==> config.mk <==
export PLATFORM = sky130hd
export DESIGN_NAME = bitty_sequencer
export DESIGN_NICKNAME = d
export VERILOG_FILES = /design/src/rtl/bitty_pkg.sv /design/src/rtl/bitty_seq_wdog.sv /design/src/rtl/bitty_sequencer.sv
export SDC_FILE = /design/constraint.sdc
export NUM_CORES = 1
export LEC_CHECK = 0
export BUFFER_PORTS_ARGS = -buffer_cell sky130_fd_sc_hd__buf_2
export CORE_ASPECT_RATIO = 2
export CORE_MARGIN = 2
export CORE_UTILIZATION = 46
export DETAILED_ROUTE_END_ITERATION = 7
export HOLD_SLACK_MARGIN = 0.03
export PLACE_DENSITY = 0.8
export SKIP_LAST_GASP = 1
export SLEW_MARGIN = 20
export SYNTH_ARGS = -nofsm -noshare
export SYNTH_HDL_FRONTEND = slang
export SYNTH_SLANG_ARGS = --single-unit
==> constraint.sdc <==
create_clock -name clk -period 1.7 [get_ports clk]
set_input_delay 0.34 -clock clk [delete_from_list [all_inputs] [get_ports clk]]
set_output_delay 0.34 -clock clk [all_outputs]
set_load 0.03 [all_outputs]
==> src/rtl/bitty_pkg.sv <==
// Shared definitions for the bitty instruction sequencer: state encoding,
// default instruction width / halt word, and a saturating counter helper.
package bitty_pkg;

    localparam int INSTR_W_DEF = 16;
    localparam logic [15:0] HALT_WORD_DEF = 16'h0000;

    // ST_STEPWAIT is only reachable when single-step support is compiled in.
    typedef enum logic [2:0] {
        ST_IDLE     = 3'd0,
        ST_FETCH    = 3'd1,
        ST_MEMWAIT  = 3'd2,
        ST_EXEC     = 3'd3,
        ST_HALT     = 3'd4,
        ST_ERROR    = 3'd5,
        ST_STEPWAIT = 3'd6
    } seq_state_t;

    // Retired-instruction counter sticks at all-ones instead of wrapping.
    function automatic logic [15:0] sat_inc16(input logic [15:0] v);
        return (v == 16'hFFFF) ? v : v + 16'd1;
    endfunction

endpackage

==> src/rtl/bitty_seq_wdog.sv <==
// Watchdog counter for the bitty sequencer: cleared when an instruction is
// loaded, counts while the core executes, flags the terminal count
// (LIMIT-1) and holds there.
module bitty_seq_wdog #(
    parameter int LIMIT = 15,
    parameter int CW    = (LIMIT < 2) ? 1 : $clog2(LIMIT)
) (
    input  logic clk,
    input  logic reset,
    input  logic clear,
    input  logic enable,
    output logic tc
);

    logic [CW-1:0] count;

    assign tc = (count == CW'(LIMIT - 1));

    // Clear has priority; counting stops at the terminal value.
    always_ff @(posedge clk or posedge reset) begin
        if (reset) begin
            count <= '0;
        end else if (clear) begin
            count <= '0;
        end else if (enable && !tc) begin
            count <= count + CW'(1);
        end
    end

endmodule

==> src/rtl/bitty_sequencer.sv <==
// Instruction sequencer for the bitty core. Owns the PC, fetches from a
// synchronous instruction memory (one-cycle read latency), holds run high
// while the core executes and advances on core_done. Stops on HALT_WORD or
// when the watchdog expires.
// Optional build macro: BITTY_SEQ_STEP_EN adds a step input and a STEPWAIT
// state so that each instruction after the first needs a step pulse.
module bitty_sequencer
    import bitty_pkg::*;
#(
    parameter int                 ADDR_W      = 8,
    parameter int                 INSTR_W     = INSTR_W_DEF,
    parameter logic [INSTR_W-1:0] HALT_WORD   = INSTR_W'(HALT_WORD_DEF),
    parameter int                 WDOG_CYCLES = 15
) (
    input  logic               clk,
    input  logic               reset,
    input  logic               start,
    input  logic [ADDR_W-1:0]  start_addr,
`ifdef BITTY_SEQ_STEP_EN
    input  logic               step,
`endif
    output logic               mem_rd_en,
    output logic [ADDR_W-1:0]  mem_addr,
    input  logic [INSTR_W-1:0] mem_rdata,
    output logic [INSTR_W-1:0] instr,
    output logic               run,
    input  logic               core_done,
    output logic [ADDR_W-1:0]  pc,
    output logic               busy,
    output logic               halted,
    output logic               error,
    output logic [15:0]        retired
);

    seq_state_t state_q;
    seq_state_t state_d;

    logic run_d;
    logic rd_en_d;
    logic busy_d;
    logic halted_d;
    logic error_d;

    logic start_ok;
    logic retire;
    logic is_halt;
    logic wdog_tc;

    assign retire   = (state_q == ST_EXEC) && core_done;
    assign is_halt  = (mem_rdata == HALT_WORD);
    assign mem_addr = pc;

    bitty_seq_wdog #(
        .LIMIT (WDOG_CYCLES)
    ) u_wdog (
        .clk    (clk),
        .reset  (reset),
        .clear  (state_q == ST_MEMWAIT),
        .enable (state_q == ST_EXEC),
        .tc     (wdog_tc)
    );

    // start is honoured only when the sequencer is parked.
    always_comb begin
        start_ok = 1'b0;
        case (state_q)
            ST_IDLE, ST_HALT, ST_ERROR: start_ok = start;
`ifdef BITTY_SEQ_STEP_EN
            ST_STEPWAIT:                start_ok = start;
`endif
            default:                    start_ok = 1'b0;
        endcase
    end

    // State register plus the registered copies of the status outputs.
    always_ff @(posedge clk or posedge reset) begin
        if (reset) begin
            state_q   <= ST_IDLE;
            run       <= 1'b0;
            mem_rd_en <= 1'b0;
            busy      <= 1'b0;
            halted    <= 1'b0;
            error     <= 1'b0;
        end else begin
            state_q   <= state_d;
            run       <= run_d;
            mem_rd_en <= rd_en_d;
            busy      <= busy_d;
            halted    <= halted_d;
            error     <= error_d;
        end
    end

    // Next-state logic; core_done beats a coincident watchdog expiry.
    always_comb begin
        state_d = state_q;
        case (state_q)
            ST_IDLE, ST_HALT, ST_ERROR: begin
                if (start_ok) state_d = ST_FETCH;
            end
            ST_FETCH: state_d = ST_MEMWAIT;
            ST_MEMWAIT: begin
                state_d = is_halt ? ST_HALT : ST_EXEC;
            end
            ST_EXEC: begin
                if (core_done) begin
`ifdef BITTY_SEQ_STEP_EN
                    state_d = ST_STEPWAIT;
`else
                    state_d = ST_FETCH;
`endif
                end else if (wdog_tc) begin
                    state_d = ST_ERROR;
                end
            end
`ifdef BITTY_SEQ_STEP_EN
            ST_STEPWAIT: begin
                if (start_ok || step) state_d = ST_FETCH;
            end
`endif
            default: state_d = ST_IDLE;
        endcase
    end

    // Output decode of the next state, registered alongside state_q.
    always_comb begin
        run_d    = (state_d == ST_EXEC);
        rd_en_d  = (state_d == ST_FETCH);
        busy_d   = (state_d == ST_FETCH) || (state_d == ST_MEMWAIT) ||
                   (state_d == ST_EXEC);
        halted_d = (state_d == ST_HALT);
        error_d  = (state_d == ST_ERROR);
    end

    // PC, retired count and instruction latch.
    always_ff @(posedge clk or posedge reset) begin
        if (reset) begin
            pc      <= '0;
            retired <= '0;
            instr   <= '0;
        end else begin
            if (start_ok) begin
                pc      <= start_addr;
                retired <= '0;
            end else if (retire) begin
                pc      <= pc + ADDR_W'(1);
                retired <= sat_inc16(retired);
            end
            if ((state_q == ST_MEMWAIT) && !is_halt) begin
                instr <= mem_rdata;
            end
        end
    end

endmodule

==> impl_metrics.json <==
{
  "num_antenna_cells": 0,
  "dieWidth_um": 56.42,
  "yosysSeqAreaShare_pct": 51.49,
  "powerDensity_nw_per_um2": 1641,
  "yosysMostFrequentCell": "dfrtp_1",
  "setup.worst_path.end_class": "flip-flop",
  "swShare_pct": 44.68,
  "synth-compound-area-share_pct": 9.604,
  "ioPinCount": 81,
  "die-height_um": 108.8,
  "ys_ff_latch": 52,
  "tightestPinTransition_ns": 0.5377,
  "synth_top_family_by_area": "simple AND/OR/NAND/NOR gates",
  "dp_slack_ns": -0.04064,
  "synth_area_leaders": "dfrtp_1, mux2_2, xor2_1",
  "yosys-top-cells-count": "dfrtp_1, nor2_1, nand2_1, xor2_1, mux2_2",
  "synth_edf_count": 0,
  "grt_pass1_wl_um": 10050,
  "clock_sinks": 52,
  "max_slew_margin_pct": 64.08,
  "drt_wl_total_um": 6111,
  "internal_power_w": 0.003004,
  "num_rows": 38,
  "power_frac_comb_pct": 51.0,
  "port_buffers": 80,
  "nets": 370,
  "htreeDepth": 2,
  "maxCapViolations": 0,
  "synthAdderAreaFrac_pct": 1.980,
  "grt_max_degree": 26,
  "cp.required_ns": 1.90,
  "slew_viol_final": 0,
  "area_delta_synth_final_pct": 30.99,
  "initial_core_util_pct": 47.04,
  "syn_nets": 266,
  "cp_max_fo": 16,
  "async_flop_share_pct": 100.0,
  "vias": 2227,
  "skew_ns": 0.008156,
  "critPathLaunchType": "flip-flop",
  "synth_top_area_share_pct": 51.49,
  "die_area_um2": 6139,
  "wl_per_cell_um": 15.32,
  "whs_ns": 0.03169,
  "switchingPower_w": 0.002427,
  "track_usage_pct": 21.41,
  "final_core_util_pct": 61.62,
  "synth_xor_area_share_pct": 7.277,
  "min_period_ns": 1.695,
  "synthFlopType": "dfrtp_1",
  "finalCritPeriodShare_pct": 99.73,
  "fin_ws_ns": 0.004602,
  "setup_viol": 0,
  "synth_top_area_cell": "dfrtp_1",
  "ant_nets": 0,
  "status": "completed",
  "core_um2": 5373,
  "syn_area_per_cell_um2": 10.80,
  "ff2ff_path_depth": 4,
  "ir_drop_mv": 1.194,
  "viasPerCell": 5.581,
  "dr.pass1.iters": 4,
  "clock_power_share_pct": 13.4,
  "mappedNetlistArea_um2": 2527,
  "rsz0062_at_grt": "yes",
  "post-dp-hpwl_um": 4769,
  "clock.fmax_mhz": 589.8,
  "hold_violations": 0,
  "leakage_nw": 1.645,
  "place.gp.congestion": 0.8465,
  "path_clk_slew_ns": 0.09,
  "drc": 0,
  "grt_overflow": 0,
  "cp.arrival_ns": 1.89,
  "synthMuxAreaShare_pct": 7.129,
  "synthCells": 234,
  "antenna_found_initial": 0,
  "min_path_type": "in -> async",
  "yosys.cell_types.count": 42,
  "pwr-share-seq_pct": 35.6,
  "grt_pass1_vias": 2310,
  "cts_tree": "done",
  "drt_iter0_markers": 67,
  "critPathKind": "reg -> reg",
  "drive_gt1_share_pct": 44.54,
  "yosysWarningCount": 0,
  "numCtsBuffers": 5,
  "yosys.area_share.simple_pct": 17.82,
  "cts-root-buf": "clkbuf_8",
  "clkLatencyLatePin_ns": 0.31,
  "clockBufferDepth": 2
}
==> what timing repair did <==
action / in CTS / in global routing
buffers inserted: 0 / 1
endpoints found under the setup margin: 5 / 24
pin swaps: 0 / 3
hold buffers: 0 / 0
gates resized for setup: 1 / 5
gates cloned: 0 / 0
==> power groups by stage <==
stage | registers (W) | clock network (W) | logic [W]
4_1_cts | 0.00194 | 0.000740 | 0.00278
3_3_place_gp | 0.00193 | 0 | 0.00270
6_report | 0.00194 | 0.000726 | 0.00277
5_1_grt | 0.00199 | 0.000781 | 0.00296
3_5_place_dp | 0.00196 | 0 | 0.00277
2_1_floorplan | 0.00265 | 0 | 0.00132
==> placed cells by master (no fill, tap or decap), drive strengths merged, types with 2 or more instances in the layout <==
cell	n
a21oi	4
and3	7
and4	2
buf	112
clkbuf	8
dfrtp	52
ha	4
inv	6
mux2	16
nand2	18
nand3	9
nand4	8
nor2	22
nor3b	3
nor4	4
o2111ai	3
o211ai	6
o21ai	15
or3	2
or3b	2
xnor2	4
xor2	17
==> final timing paths <==
path	start	to	slack [ns]
hold / removal	reset	retired[1]	0.03
setup reg to reg	state_q[2]	instr[5]	0.005
setup / recovery	state_q[2]	instr[5]	0.005
min in group clk	start_addr[5]	mem_addr[5]	0.22
hold reg to reg	instr[13]	instr[13]	0.51
max in group asynchronous	reset	instr[13]	1.16
==> per-layer routing <==
layer | track usage (%) | share of wire [%]
met2 | 42.94 | 59
met5 | 0 | 0
met1 | 18.48 | 32
met3 | 4.508 | 5.4
met4 | 12.59 | 3.7
==> cell families after synthesis <==
group           count (synthesis)
compound gates                 36
xor+xnor                       21
fa+ha+maj                       4
buf+inv                        21
flops                          52
mux                            16
simple gates                   84
==> area by class of cell <==
class,count,area (um2)
multi-input cells,161,1154
well taps,60,75.07
flip-flops and latches,52,1304
fillers,460,2062
inverters,6,22.52
repair buffers,112,665.6
clock buffers,8,90.09
==> metrics by stage <==
step	power (W)	area (um2)	instances	setup TNS [ns]
final	0.005431	3311	399	0
after global routing	0.005734	3311	399	-0.4805
after CTS	0.005460	3292	398	-0.01405
after detailed placement	0.004729	3197	390	-0.4284
after global placement	0.004629	3197	390	-0.007252
after floorplan	0.003973	2570	234	-1.019
==> critical path, cell delays in order (launching register included) <==
cell and delay (ns):
dfrtp_1 0.41, or3b_4 0.42, a41oi_4 0.23, buf_12 0.18, mux2_2 0.34
==> flip-flops by register name (all words and copies together), names as in the netlist <==
signal and count:
mem_rd_en 1, busy 1, instr 16, halted 1, retired 16, u_wdog.count 4
run 1, state_q 3, error 1, mem_addr 8
Power figures use the tool's default switching activity.
